===== config.mk =====
export PLATFORM = sky130hd
export DESIGN_NAME = osd_sdec_reader
export DESIGN_NICKNAME = d
export VERILOG_FILES = /design/src/rtl/osd_pkg.sv /design/src/rtl/osd_dec_digit_acc.sv /design/src/rtl/osd_sdec_reader.sv
export SDC_FILE = /design/constraint.sdc
export NUM_CORES = 1
export LEC_CHECK = 0
export CORE_ASPECT_RATIO = 1.5
export CORE_MARGIN = 2
export CORE_UTILIZATION = 30
export CTS_BUF_LIST = sky130_fd_sc_hd__clkbuf_2
export DETAILED_ROUTE_END_ITERATION = 8
export PLACE_DENSITY_LB_ADDON = 0.05
export SKIP_CTS_REPAIR_TIMING = 1
export SLEW_MARGIN = 0
export SYNTH_ARGS = -nofsm -noshare
export SYNTH_HDL_FRONTEND = slang
export SYNTH_HIERARCHICAL = 1
export SYNTH_SLANG_ARGS = --single-unit

===== constraint.sdc =====
create_clock -name clk -period 12.28 [get_ports clk]
set_input_delay 2.456 -clock clk [delete_from_list [all_inputs] [get_ports clk]]
set_output_delay 2.456 -clock clk [all_outputs]
set_load 0.01 [all_outputs]

===== src/rtl/osd_pkg.sv =====
// Shared character constants, FSM states and parse phases for the OSD decimal reader.
package osd_pkg;

  localparam logic [7:0] ASCII_0     = 8'h30;
  localparam logic [7:0] ASCII_9     = 8'h39;
  localparam logic [7:0] ASCII_SPACE = 8'h20;
  localparam logic [7:0] ASCII_MINUS = 8'h2D;
  localparam logic [7:0] ASCII_PLUS  = 8'h2B;
  localparam logic [7:0] ASCII_NUL   = 8'h00;

  typedef enum logic [2:0] {
    IDLE,
    FETCH,
    WAIT,
    EVAL,
    FINISH
  } osd_rd_state_t;

  // SP: only spaces so far, SG: sign consumed, DG: at least one digit consumed
  typedef enum logic [1:0] {
    PH_SP,
    PH_SG,
    PH_DG
  } osd_phase_t;

  function automatic logic is_digit(input logic [7:0] c);
    return (c >= ASCII_0) && (c <= ASCII_9);
  endfunction

endpackage


===== src/rtl/osd_dec_digit_acc.sv =====
// Combinational decimal digit accumulator: next = acc*10 + digit, flagged when the
// magnitude exceeds the signed range selected by neg.
module osd_dec_digit_acc #(
  parameter int WIDTH = 32
) (
  input  logic [WIDTH-1:0] acc,
  input  logic [3:0]       digit,
  input  logic             neg,
  output logic [WIDTH-1:0] next_acc,
  output logic             ovf
);

  // Four guard bits hold acc*10+9 for any acc up to 2^(WIDTH-1)
  localparam int XW = WIDTH + 4;

  logic [XW-1:0] acc_x;
  logic [XW-1:0] sum_x;
  logic [XW-1:0] limit_x;

  always_comb begin
    acc_x   = {4'b0000, acc};
    sum_x   = (acc_x << 3) + (acc_x << 1) + {{(XW-4){1'b0}}, digit};
    limit_x = XW'(1) << (WIDTH - 1);
    if (!neg) begin
      limit_x = limit_x - XW'(1);
    end
    ovf      = (sum_x > limit_x);
    next_acc = sum_x[WIDTH-1:0];
  end

endmodule


===== src/rtl/osd_sdec_reader.sv =====
// Reads a signed decimal number out of OSD character RAM: skips leading spaces,
// takes one optional sign, accumulates digits and reports value, length and error.
module osd_sdec_reader
  import osd_pkg::*;
#(
  parameter int WIDTH  = 32,
  parameter int RD_LAT = 1
) (
  input  logic             clk,
  input  logic             rst_n,
  input  logic             start,
  output logic             busy,
  output logic             done,
  output logic             error,
  input  logic [15:0]      base_addr,
  input  logic [7:0]       max_len,
  output logic             char_re,
  output logic [15:0]      char_addr,
  input  logic [7:0]       char_rdata,
  output logic [WIDTH-1:0] value,
  output logic [7:0]       n_chars
);

  localparam logic [WIDTH-1:0] MAX_POS  = {1'b0, {(WIDTH-1){1'b1}}};
  localparam logic [WIDTH-1:0] MIN_NEG  = {1'b1, {(WIDTH-1){1'b0}}};
  localparam logic [1:0]       LAT_INIT = 2'(RD_LAT - 1);

  osd_rd_state_t    state_q, state_d;
  osd_phase_t       phase_q, phase_d;
  logic [15:0]      cursor_q, cursor_d;
  logic [7:0]       remaining_q, remaining_d;
  logic [WIDTH-1:0] acc_q, acc_d;
  logic             neg_q, neg_d;
  logic             digit_seen_q, digit_seen_d;
  logic [1:0]       lat_q, lat_d;
  logic [7:0]       n_chars_q, n_chars_d;
  logic [WIDTH-1:0] value_q, value_d;
  logic             error_q, error_d;

  logic [WIDTH-1:0] digit_acc;
  logic             digit_ovf;
  logic             consume;
  logic             finish_parse;

  osd_dec_digit_acc #(
    .WIDTH(WIDTH)
  ) u_digit_acc (
    .acc     (acc_q),
    .digit   (char_rdata[3:0]),
    .neg     (neg_q),
    .next_acc(digit_acc),
    .ovf     (digit_ovf)
  );

  always_comb begin
    state_d      = state_q;
    phase_d      = phase_q;
    cursor_d     = cursor_q;
    remaining_d  = remaining_q;
    acc_d        = acc_q;
    neg_d        = neg_q;
    digit_seen_d = digit_seen_q;
    lat_d        = lat_q;
    n_chars_d    = n_chars_q;
    value_d      = value_q;
    error_d      = error_q;
    consume      = 1'b0;
    finish_parse = 1'b0;

    case (state_q)
      IDLE: begin
        if (start) begin
          cursor_d     = base_addr;
          remaining_d  = max_len;
          acc_d        = '0;
          neg_d        = 1'b0;
          digit_seen_d = 1'b0;
          phase_d      = PH_SP;
          n_chars_d    = 8'd0;
          error_d      = 1'b0;
          if (max_len == 8'd0) begin
            error_d = 1'b1;
            value_d = '0;
            state_d = FINISH;
          end else begin
            state_d = FETCH;
          end
        end
      end

      FETCH: begin
        lat_d   = LAT_INIT;
        state_d = (RD_LAT > 1) ? WAIT : EVAL;
      end

      WAIT: begin
        if (lat_q <= 2'd1) begin
          state_d = EVAL;
        end else begin
          lat_d = lat_q - 2'd1;
        end
      end

      EVAL: begin
        // An overflowing digit still counts as consumed but ends the parse saturated
        if (char_rdata == ASCII_NUL) begin
          finish_parse = 1'b1;
        end else if (is_digit(char_rdata)) begin
          if (digit_ovf) begin
            n_chars_d = n_chars_q + 8'd1;
            error_d   = 1'b1;
            value_d   = neg_q ? MIN_NEG : MAX_POS;
            state_d   = FINISH;
          end else begin
            acc_d        = digit_acc;
            digit_seen_d = 1'b1;
            phase_d      = PH_DG;
            consume      = 1'b1;
          end
        end else if ((char_rdata == ASCII_SPACE) && (phase_q == PH_SP)) begin
          consume = 1'b1;
        end else if (((char_rdata == ASCII_PLUS) || (char_rdata == ASCII_MINUS)) &&
                     (phase_q == PH_SP)) begin
          neg_d   = (char_rdata == ASCII_MINUS);
          phase_d = PH_SG;
          consume = 1'b1;
        end else begin
          finish_parse = 1'b1;
        end

        if (consume) begin
          cursor_d    = cursor_q + 16'd1;
          n_chars_d   = n_chars_q + 8'd1;
          remaining_d = remaining_q - 8'd1;
          if (remaining_q == 8'd1) begin
            finish_parse = 1'b1;
          end else begin
            state_d = FETCH;
          end
        end

        // Result is registered on the way into FINISH so it is valid with done
        if (finish_parse) begin
          state_d = FINISH;
          error_d = !digit_seen_d;
          if (!digit_seen_d) begin
            value_d = '0;
          end else begin
            value_d = neg_d ? -acc_d : acc_d;
          end
        end
      end

      FINISH: begin
        state_d = IDLE;
      end

      default: begin
        state_d = IDLE;
      end
    endcase
  end

  always_ff @(posedge clk or negedge rst_n) begin
    if (!rst_n) begin
      state_q      <= IDLE;
      phase_q      <= PH_SP;
      cursor_q     <= 16'd0;
      remaining_q  <= 8'd0;
      acc_q        <= '0;
      neg_q        <= 1'b0;
      digit_seen_q <= 1'b0;
      lat_q        <= 2'd0;
      n_chars_q    <= 8'd0;
      value_q      <= '0;
      error_q      <= 1'b0;
    end else begin
      state_q      <= state_d;
      phase_q      <= phase_d;
      cursor_q     <= cursor_d;
      remaining_q  <= remaining_d;
      acc_q        <= acc_d;
      neg_q        <= neg_d;
      digit_seen_q <= digit_seen_d;
      lat_q        <= lat_d;
      n_chars_q    <= n_chars_d;
      value_q      <= value_d;
      error_q      <= error_d;
    end
  end

  assign busy      = (state_q == FETCH) || (state_q == WAIT) || (state_q == EVAL);
  assign done      = (state_q == FINISH);
  assign char_re   = (state_q == FETCH);
  assign char_addr = cursor_q;
  assign value     = value_q;
  assign error     = error_q;
  assign n_chars   = n_chars_q;

endmodule


=== Word level (Yosys, flattened, before mapping) ===
Cells that the tools add are included.
W data, S select, Z words.

* Mux-type cells: 80
* Order comparisons: 4
* Equal/unequal tests: 23
* Reductions and logical operators: 21
* Add/sub/neg operators: 7

{| class="wikitable"
|+ Operators with widths
! kind !! count
|-
| $mux W32 || 15
|-
| $pmux W32 S2 || 2
|-
| $mux W8 || 7
|-
| $add A35 B33 Y36 || 1
|-
| $add A36 B4 Y36 || 1
|-
| $gt A36 B36 Y1 || 1
|-
| $mux W16 || 2
|-
| $neg A32 Y32 || 1
|-
| $pmux W16 S2 || 1
|-
| $pmux W8 S2 || 2
|-
| $mux W1 || 29
|-
| $mux W3 || 9
|-
| $ne A3 B3 Y1 const B || 9
|-
| $eq A8 B6 Y1 const B || 3
|-
| $add A16 B1 Y16 const B || 1
|-
| $logic_not A8 Y1 || 2
|-
| $mux W2 || 7
|-
| $ne A2 B2 Y1 const B || 6
|-
| $pmux W3 S4 || 1
|-
| $reduce_and A6 Y1 || 2
|-
| $reduce_and A5 Y1 || 2
|-
| $add A8 B1 Y8 const B || 1
|-
| $eq A8 B1 Y1 const B || 1
|-
| $ge A8 B6 Y1 const B || 1
|-
| 17 further kinds || 28
|}

* Bits of input ports: 35
* Word-level logic and storage cells: 146
* Output and inout port bits: 60
* Register bits: 106

=== Longest topological paths before layout ===
* Word-level depth: 12
* Mapped depth: 30
* Depth with buffers taken out: 27

=== Hierarchy ===
The synthesis kept the hierarchy.

{| class="wikitable"
|+ Modules (own cells, without submodules)
! module !! sequential area each (µm²) !! times used !! cells an instance !! area an instance (µm²)
|-
| osd_sdec_reader || 2,652.5 || 1 || 772 || 6,473.7
|-
| osd_dec_digit_acc || 0.0 || 1 || 362 || 3,045.4
|}

=== Worst setup path after synthesis ===
Ideal clock, no wire load.

* Kind: input to register
* Start point: in char_rdata[3]
* End point: reg value_q[26], in the netlist value[26]
* Data required time: 12.156 ns
* Path slack: 3.674 ns
* Path buffers: 2
* Stages: 27
* Arrival time: 8.482 ns
* Setup time: 0.124 ns
* Path through: fa_1 -> fa_1 -> a21oi_2 -> o211ai_4 -> a22oi_2 -> a21oi_1 -> or3b_4 -> a21oi_2 -> xnor2_1 -> ha_1 -> a21o_1 -> a21o_1 -> a211oi_1 -> nor2_1 -> nor4_4 -> o211ai_2 -> nor3_2 -> buf_2 -> buf_2 -> mux2i_1 -> ha_1 -> nor3b_1 -> mux2_2 -> o21ai_1 -> o31ai_1 -> xnor2_1 -> o21ai_1

* Elaborated cells on any way between the ends: 47
* Classes of those cells: 2 x add/sub; 3 x order compare; 6 x eq/ne; 30 x mux; 6 x reduce/logical

{| class="wikitable"
|+ RTL lines
! item !! RTL line !! source
|-
| from (decl) || osd_sdec_reader.sv:19 || <nowiki>input logic [7:0] char_rdata,</nowiki>
|-
| $add A36 B4 Y36 * || osd_dec_digit_acc.sv:22 || <nowiki>sum_x = (acc_x << 3) + (acc_x << 1) + {{(XW-4){1'b0}}, digit};</nowiki>
|-
| net digit_acc[26] || osd_sdec_reader.sv:40 || <nowiki>logic [WIDTH-1:0] digit_acc;</nowiki>
|-
| $gt A36 B36 Y1 * || osd_dec_digit_acc.sv:27 || <nowiki>ovf = (sum_x > limit_x);</nowiki>
|-
| net digit_ovf || osd_sdec_reader.sv:41 || <nowiki>logic digit_ovf;</nowiki>
|-
| $mux W32 || osd_sdec_reader.sv:109 || <nowiki>if (digit_ovf) begin</nowiki>
|-
| $mux W32 || osd_sdec_reader.sv:108 || <nowiki>end else if (is_digit(char_rdata)) begin</nowiki>
|-
| $mux W32 || osd_sdec_reader.sv:106 || <nowiki>if (char_rdata == ASCII_NUL) begin</nowiki>
|-
| $mux W32 || osd_sdec_reader.sv:70 || <nowiki>case (state_q)</nowiki>
|-
| $neg A32 Y32 || osd_sdec_reader.sv:149 || <nowiki>value_d = neg_d ? -acc_d : acc_d;</nowiki>
|-
| $mux W32 || osd_sdec_reader.sv:149 ||
|-
| $mux W32 || osd_sdec_reader.sv:146 || <nowiki>if (!digit_seen_d) begin</nowiki>
|-
| $mux W32 || osd_sdec_reader.sv:143 || <nowiki>if (finish_parse) begin</nowiki>
|-
| $pmux W32 S2 || osd_sdec_reader.sv:70 ||
|-
| to (signal assigned) || osd_sdec_reader.sv:187 || <nowiki>value_q <= value_d;</nowiki>
|-
| to (decl) || osd_sdec_reader.sv:37 || <nowiki>logic [WIDTH-1:0] value_q, value_d;</nowiki>
|}

Mark *: on every way through the listed nets, which the timed path passes. The rest lies on a longest branch. The select of a mux whose other input is x is not followed.
A chain may end at the register's enable or synchronous reset.

=== Worst setup path after layout ===
Ends and elaborated chain as after synthesis.

==> results.md <==
- Final setup skew: 0.0540 ns
- Worst hold path type: reg2reg
- Warnings, synthesis: 6
- Crit Path Max Fanout: between 40 and 50
- Top FF cell, synth: dfrtp_1
- Synth unique cells: 94
- Final min period: roughly 9.3 ns
- CTS sink cnt: 106
- Post-DR wirelength/cell: 20.6 um
- RSZ-0062 raised after global routing: false
- Area grow syn2layout: 14.6%
- Initial Util: 30.6%
- Worst slack, placed: between 2 and 2.5 ns
- Post-synthesis sequential area ratio: 27.9%
- Startpoint types: input pin
- Initial antenna violation count: 1
- Data required, critical path: between 10 and 15 ns
- First-pass GRT wire length: 51,600 um
- Synthesized area per cell: 8.39 um^2
- Synth area leader: dfrtp_1
- Post-Layout Inst Area: 0.0109 mm^2
- H-tree depth: 3
- Slew HR: 43.9%
- Hpwl dp: between 20,000 and 30,000 um
- Maxcap violations: 0
- WS Path Type: in2reg
- Area of the die: 0.0332 mm^2
- Nets@finish: 1,332
- Drt pass-1 iters: 5
- Slowest CP cell: clkdlybuf4s50_1
- Pin count of the biggest net entering global routing: 60
- CTS buffer count: 9
- Initial DRC count: 346
- Critical Path AT: 10.00 ns
- Measured slew at the worst slew-check pin: between 0.8 and 0.9 ns
- Max stage delay on crit path: 0.64 ns
- Finish-stage setup viols: 0
- Final estimated routing congestion in global placement: approximately 0.8
- Run status: finished clean
- Post-route setup slack: slightly below 3 ns
- Final Max Tran Viols: 0
- Met1 WL: 13,300 um
- Layout cells sized above 1: 6.59%
- EDFF count, synth: 0
- Setup TNS: 0 ns
- Post-synth ARST share: 100%
- Cell Pwr Density: ~120 mW/mm^2
- Max Buffers Root-to-Sink: 2
- Critical path capture point type: flip-flop
- Placed cell areas: 0.0108 mm^2
- Final hold viol count: 0
- Die span in y: 222 um
- Top post-synthesis cells by area: dfrtp_1 (28%), ha_1 (13%), a21oi_1 (5.7%)
- Die Wd: 149 um
- Post-Syn Instances: between 1,000 and 1,500
- Final Cycle Share: 75.7%
- Core Rows: 79
- Number of antenna-violating nets in the routed design: 0
- LEAKAGE: 5.12 nW
- #FFs+latches synth: between 100 and 150
- Clk Latency, worst-skew pair: between 0.7 and 0.8 ns
- Port Buffers: 94
- Mapped Nets: 1,272
- Clock-pin slew on the worst setup and hold paths: 0.31 ns
- WL met3: 824 um
- Vias in the first global route: ~8,900
- Via density: 5.45
- Commonest non-fill, non-tap cells in the layout: nand2_1 (114), o21ai_0 (108), a21oi_1 (107)
- Netlist Area Pre-Place: 0.00952 mm^2
- Core ar.: 0.0311 mm^2
- Most common cell after layout, fill and taps aside: nand2_1
- Worst VDD drop: roughly 0.044 mV
- WL met2: 18,000 um
- TritonCTS clock tree: built
- GRT overflow: 0
- Drt drc: 0
- Vias after detailed routing: 8,749
- Top Ports: 95
- Max Fclk: 108 MHz
- Final WL: 33,100 um
- GRT Overall Usage: between 20% and 30%
- Top Layer Used: met4
- Synth top area share: around 28%
- Root Buffer: clkbuf_2
-- metal layers --
| layer | GRT usage, % | up-vias |
|---|---|---|
| met5 | 0 | - |
| met1 | 22.7 | 4208 |
| met3 | 2.30 | 48 |
| met4 | 7.96 | 0 |
| met2 | 38.0 | 147 |
| li1 | - | 4346 |
-- cells by family after synthesis --
group | Yosys count | share of synthesized area [%]
and+or+nand+nor | 382 | 20.6
AOI/OAI and AO/OA | 365 | 24.1
DFF | 106 | 27.9
adders and majority gates | 103 | 13.7
buffers and inverters | 75 | 3.67
xor gates and xnor gates | 65 | 5.98
muxes | 38 | 4.05
-- registers in the layout (all words and copies together) (netlist names) --
signal	flops
remaining_q	8
neg_q	1
state_q	3
acc_q	32
value	32
n_chars	8
lat_q	2
phase_q	2
digit_seen_q	1
error	1
char_addr	16
-- synthesized netlist by cell type (5+ instances only) --
master / instances
dfrtp_1: 106
a21oi_1: 108
inv_1: 18
nand2_1: 114
nor4_1: 26
xor2_1: 29
or4_1: 6
and2_1: 8
a21oi_2: 7
ha_1: 101
nand4_1: 13
nand2b_1: 5
o21ai_0: 108
o31ai_1: 13
o21ai_1: 19
buf_2: 14
a31oi_1: 8
nor3_1: 25
a21o_1: 22
and3_1: 12
o211ai_1: 5
o22ai_1: 8
nand3_1: 42
or3_1: 7
xnor2_1: 36
o21a_1: 5
nor2_1: 80
clkbuf_1: 32
buf_4: 5
a211oi_1: 5
a22o_1: 5
mux2i_1: 34
-- path summary, 6_finish.rpt --
check	slack, ns	endpoint	cells after the start	start
max	2.98	value[26]	28	char_rdata[3]
min	0.53	value[11]	2	value[11]
max reg2reg	4.70	value[26]	27	acc_q[0]
min reg2reg	0.53	value[11]	2	value[11]
max in group asynchronous	9.34	state_q[2]	2	rst_n
min in group asynchronous	1.70	acc_q[5]	1	rst_n
-- power by group --
group          total (mW)  internal (mW)  switching (mW)
Clock               0.186         0.0477           0.138
Combinational       0.571          0.237           0.333
Sequential          0.503          0.421          0.0815
Total                1.26          0.706           0.553
-- metrics by stage --
step	instances	util, %	total power [mW]	hold slack [ns]
2_1_floorplan	1134	-	0.824	0.466
4_1_cts	1604	35.0	1.28	0.545
6_report	1605	35.0	1.26	0.534
3_5_place_dp	1588	34.7	1.09	0.488
3_3_place_gp	1588	34.7	1.09	0.485
5_1_grt	1605	35.0	1.36	0.568
-- final cells by class --
| type | count | area, um^2 |
|---|---|---|
| tap | 405 | 507 |
| clock inverter | 5 | 55.1 |
| fill | 3286 | 20200 |
| inverter | 18 | 67.6 |
| multi-input combinational | 953 | 6540 |
| timing repair buffer | 106 | 1030 |
| clock buffer | 11 | 55.1 |
| sequential | 106 | 2650 |
| antenna | 1 | 2.50 |
-- critical path: cells and delay by family --
family                     cells  cell delay, ns
buffers and inverters          2            0.97
AOI/OAI and AO/OA              9            1.76
and+or+nand+nor                8            2.12
muxes                          3            0.79
adders and majority gates      4            1.56
xor gates and xnor gates       2            0.32
No activity file was read; power rests on OpenSTA's default activity.
